[src/rtl/d_swin.sv]
// Switch input debouncer: 16 synchronized and debounced levels plus
// sticky rising-edge flags with write-1-to-clear and an interrupt.
module d_swin #(
  parameter int DEB_DIV = 50000,
  parameter int DEB_CNT = 4
) (
  input  logic        clk_i,
  input  logic        rst_in,
  input  logic [15:0] sw_i,
  input  logic [31:0] d_i,
  input  logic        wen_i,
  input  logic        be0_i,
  input  logic        be1_i,
  input  logic        be2_i,
  input  logic        be3_i,
  output logic [31:0] d_rd_o,
  output logic        irq_o
);

  localparam int PW = $clog2(DEB_DIV);
  localparam logic [PW-1:0] PMAX = PW'(DEB_DIV - 1);
  localparam logic [3:0] CMAX = 4'(DEB_CNT - 1);

  logic [15:0]   sync1;
  logic [15:0]   sync2;
  logic [PW-1:0] pre;
  logic          tick;
  logic [3:0]    cnt [16];
  logic [3:0]    cnt_nxt [16];
  logic [15:0]   state;
  logic [15:0]   state_nxt;
  logic [15:0]   flag;
  logic [15:0]   flag_nxt;
  logic [15:0]   rise;
  logic [15:0]   clr;

  always_ff @(posedge clk_i or negedge rst_in) begin
    if (!rst_in) begin
      sync1 <= '0;
      sync2 <= '0;
    end else begin
      sync1 <= sw_i;
      sync2 <= sync1;
    end
  end

  assign tick = (pre == PMAX);

  always_ff @(posedge clk_i or negedge rst_in) begin
    if (!rst_in) begin
      pre <= '0;
    end else if (tick) begin
      pre <= '0;
    end else begin
      pre <= pre + 1'b1;
    end
  end

  // A bit only moves once its input has disagreed for DEB_CNT ticks in a row.
  always_comb begin
    state_nxt = state;
    cnt_nxt   = cnt;
    for (int i = 0; i < 16; i++) begin
      if (sync2[i] == state[i]) begin
        cnt_nxt[i] = '0;
      end else if (tick) begin
        if (cnt[i] == CMAX) begin
          state_nxt[i] = sync2[i];
          cnt_nxt[i]   = '0;
        end else begin
          cnt_nxt[i] = cnt[i] + 4'd1;
        end
      end
    end
  end

  assign rise = state_nxt & ~state;

  always_comb begin
    clr = '0;
    if (wen_i) begin
      clr = {d_i[31:24] & {8{be3_i}},
             d_i[23:16] & {8{be2_i}}};
    end
  end

  // Set beats clear when both land on the same edge.
  assign flag_nxt = (flag & ~clr) | rise;

  always_ff @(posedge clk_i or negedge rst_in) begin
    if (!rst_in) begin
      state <= '0;
      flag  <= '0;
      for (int i = 0; i < 16; i++) begin
        cnt[i] <= '0;
      end
    end else begin
      state <= state_nxt;
      flag  <= flag_nxt;
      for (int i = 0; i < 16; i++) begin
        cnt[i] <= cnt_nxt[i];
      end
    end
  end

  assign d_rd_o = {flag, state};
  assign irq_o  = |flag;

endmodule

[config.mk]
export PLATFORM = sky130hd
export DESIGN_NAME = d_swin
export DESIGN_NICKNAME = d
export VERILOG_FILES = /design/src/rtl/d_swin.sv
export SDC_FILE = /design/constraint.sdc
export NUM_CORES = 1
export LEC_CHECK = 0
export CAP_MARGIN = 20
export CORE_MARGIN = 2
export CORE_UTILIZATION = 30
export CTS_CLUSTER_DIAMETER = 120
export DETAILED_ROUTE_END_ITERATION = 10
export SLEW_MARGIN = 40
export SYNTH_ARGS = -nofsm -noshare
export SYNTH_HDL_FRONTEND = slang
export SYNTH_SLANG_ARGS = --single-unit
export TNS_END_PERCENT = 100
[constraint.sdc]
create_clock -name clk_i -period 1.7 [get_ports clk_i]
set_input_delay 0.17 -clock clk_i [delete_from_list [all_inputs] [get_ports clk_i]]
set_output_delay 0.17 -clock clk_i [all_outputs]
set_load 0.02 [all_outputs]
==> out/qor.yml <==
status: "complete, but fails checks"
violations: "negative setup slack"
via_per_inst: 4.74
overflow: 0
cts_tree: "built"
grt_pass1_wl_um: 23500
p_int_mw: 5.69
dieArea_um2: 22400
worstMarginPinSlew_ps: 452
fin_tns_setup_ps: -4670
numCtsBuffers: 17
final_area_um2: 9000
drv_cap: 0
utilization_pct: 43.0
clkPwrFrac_pct: 48.7
timing.rr.start: "pre[4]$_DFF_PN0_"
grt_pass1_vias: 4689
drc_errors: 0
worstPathArrival_ps: 2110
setup_viol: 67
finalWorstSetupSlack_ps: -115
p_sw_mw: 1.63
clkTransAtPathRegs_ps: 60
synth-main-ff-cell: "dfrtp_1"
fin_skew_ps: 9.95
crit_path_end: "cnt[54]$_DFFE_PN0P_"
wl_um: 14400
syn-cell-area_um2: 6380
cts_root_buf: "clkbuf_16"
drt-pass1-iter-count: 4
diodes: 0
reg2reg_slack_ps: -110
yosysSeqAreaShare_pct: 56.5
pre_cts_slack_ps: -132
start_kind: "register"
synth.distinct_cells: 35
crit_fanout: 7
portBuffers: 69
initialDrtViolationCount: 209
num_vias: 4795
finalCritPeriodShare_pct: 107
p_total_mw: 7.31
wire_per_inst_um: 14.3
slew_viol_final: 0
rsz0062_at_grt: "true"
p_per_area_nw_per_um2: 812
p_seq_share_pct: 47.8
die_x_um: 150
fin_nets: 796
fmax_mhz: 551
ioPinCount: 88
grt_usage_pct: 13.3
ant_nets: 0
combPwrFrac_pct: 3.5
finalHoldViolations: 0
hold_path_class: "primary input to asynchronous set/reset pin"
drive_gt1_share_pct: 28.5
endpoint_kind: "register"
rows: 53
vdd_drop_max_v: 0.000629
gp_congestion: 0.739
reg2reg_to: "cnt[54]$_DFFE_PN0P_"
clk_path_buf_depth: 2
startpoint: "pre[4]$_DFF_PN0_"
netlist_instances: 583
place_area_um2: 7840
ff2ff_path_depth: 6
synth_edf_count: 0
period_minus_slack_ps: 1810
syn-num-nets: 655
die_h_um: 150
switching_share_pct: 22.2
placed_cells: 966
start_util_pct: 30.4
yosysWarnings: 0
p_leak_nw: 4.29
crit_type: "register to register"
syn_avg_cell_area_um2: 10.9
coreArea_um2: 21000
synthArstFlopShare_pct: 100
cts.htree.levels: 4
syn2layout_area_growth_pct: 41.1
grt_antenna_before_repair: 0
grt_max_degree: 55
fin_cells: 1012
crit_required_ps: 2000
hpwl_um: 9080
synth-seq-cells: 144
whs_ps: 184
max_slew_margin_pct: 69.7
cts.sinks: 144
clock_latency_ps: 420
-- how the worst min path moves through the flow --
stage                     startpoint                  end  slack [ps]  depth (start not counted)
after floorplan               rst_in   cnt[0]$_DFFE_PN0P_        -130                          0
after global placement        rst_in  sync2[11]$_DFF_PN0_          60                          1
after detailed placement      rst_in  sync1[11]$_DFF_PN0_          60                          1
after CTS                     rst_in  sync2[11]$_DFF_PN0_         170                          2
after global routing         sw_i[5]   sync1[5]$_DFF_PN0_         180                          1
final                         rst_in  state[10]$_DFF_PN0_         180                          2
-- per-layer routing --
layer	GRT usage, %	part of all wire [%]
met5	0	0
met4	4.58	1.6
met3	3.78	4.0
met2	20.2	46
met1	18.2	49
-- repair_timing --
action                                  CTS  global route
hold buffers                              1             0
gates resized for setup                  68            85
pin swaps                                19            37
endpoints found under the setup margin   75           108
buffers inserted                          7             4
hold endpoints to repair                140             0
gates cloned                              6             1
-- kinds of logic after synthesis --
logic type,after synthesis,share of synthesized area (%)
simple gates,244,21.3
xor+xnor,29,3.98
buf+inv,19,1.45
flops,144,56.5
fa+ha+maj,17,3.33
mux,16,2.82
compound gates,114,10.6
-- final cells by class --
| type | instances | area [µm²] |
|---|---|---|
| Fill cell | 2006 | 12000 |
| Sequential cell | 144 | 3600 |
| Multi-Input combinational cell | 420 | 3020 |
| Timing Repair Buffer | 139 | 1470 |
| Clock buffer | 20 | 457 |
| Tap cell | 275 | 344 |
| Clock inverter | 12 | 108 |
| Inverter | 2 | 7.51 |
-- sequential cells by signal (all words and copies together) (netlist names) --
signal,cells
state,16
cnt,64
sync2,16
pre,16
sync1,16
flag,16
-- power groups by stage --
stage | registers (mW) | logic, mW | clock network [mW]
floorplan | 3.55 | 0.0558 | 0
global placement | 3.56 | 0.260 | 0
detailed placement | 3.56 | 0.259 | 0
CTS | 3.49 | 0.264 | 3.66
global route | 3.50 | 0.291 | 3.78
finish | 3.49 | 0.259 | 3.56
-- cell usage after synthesis (6+ instances only) --
master      n  share of area, %
a21boi_0   13               1.5
a21oi_1    52               4.1
and4b_1    13               2.0
clkbuf_1    9              0.53
dfrtp_1   144                56
ha_1       17               3.3
mux2_2     15               2.6
nand2_1   100               5.9
nand2b_1   19               1.9
nand3_1    21               1.6
nor2_1      9              0.53
nor3b_1    19               2.2
nor4_1      6              0.59
o21ai_0    33               2.6
o21ba_2    13               2.0
or3_1      33               3.2
xnor2_1    23               3.2
xor2_1      6              0.82
-- critical path, stage by stage (launching register included) --
cell and delay, ps:
dfrtp_1 410, nor4b_4 320, and4_4 410, buf_12 150, buf_8 130, a21boi_1 70, o21ba_2 200
-- cell usage in the layout (no fill, tap or decap), types with 6 or more instances in the layout --
cell,Yosys,final
xnor2_1,23,23
o21ba_2,13,13
dfrtp_1,144,143
buf_6,1,11
nand3_1,21,21
o21ai_2,0,6
and4b_1,13,13
nand2_2,0,15
buf_12,0,11
mux2_2,15,15
xor2_1,6,6
or3_1,33,33
nor3b_1,19,19
o21ai_0,33,22
buf_4,2,45
dlymetal6s2s_1,0,10
nand2b_1,19,19
ha_1,17,16
clkbuf_16,0,18
a21oi_2,0,19
a21oi_1,52,33
clkdlybuf4s50_1,0,53
nand2_4,0,15
nand2_1,100,70
a21boi_1,0,7
Power figures use the tool's default switching activity.
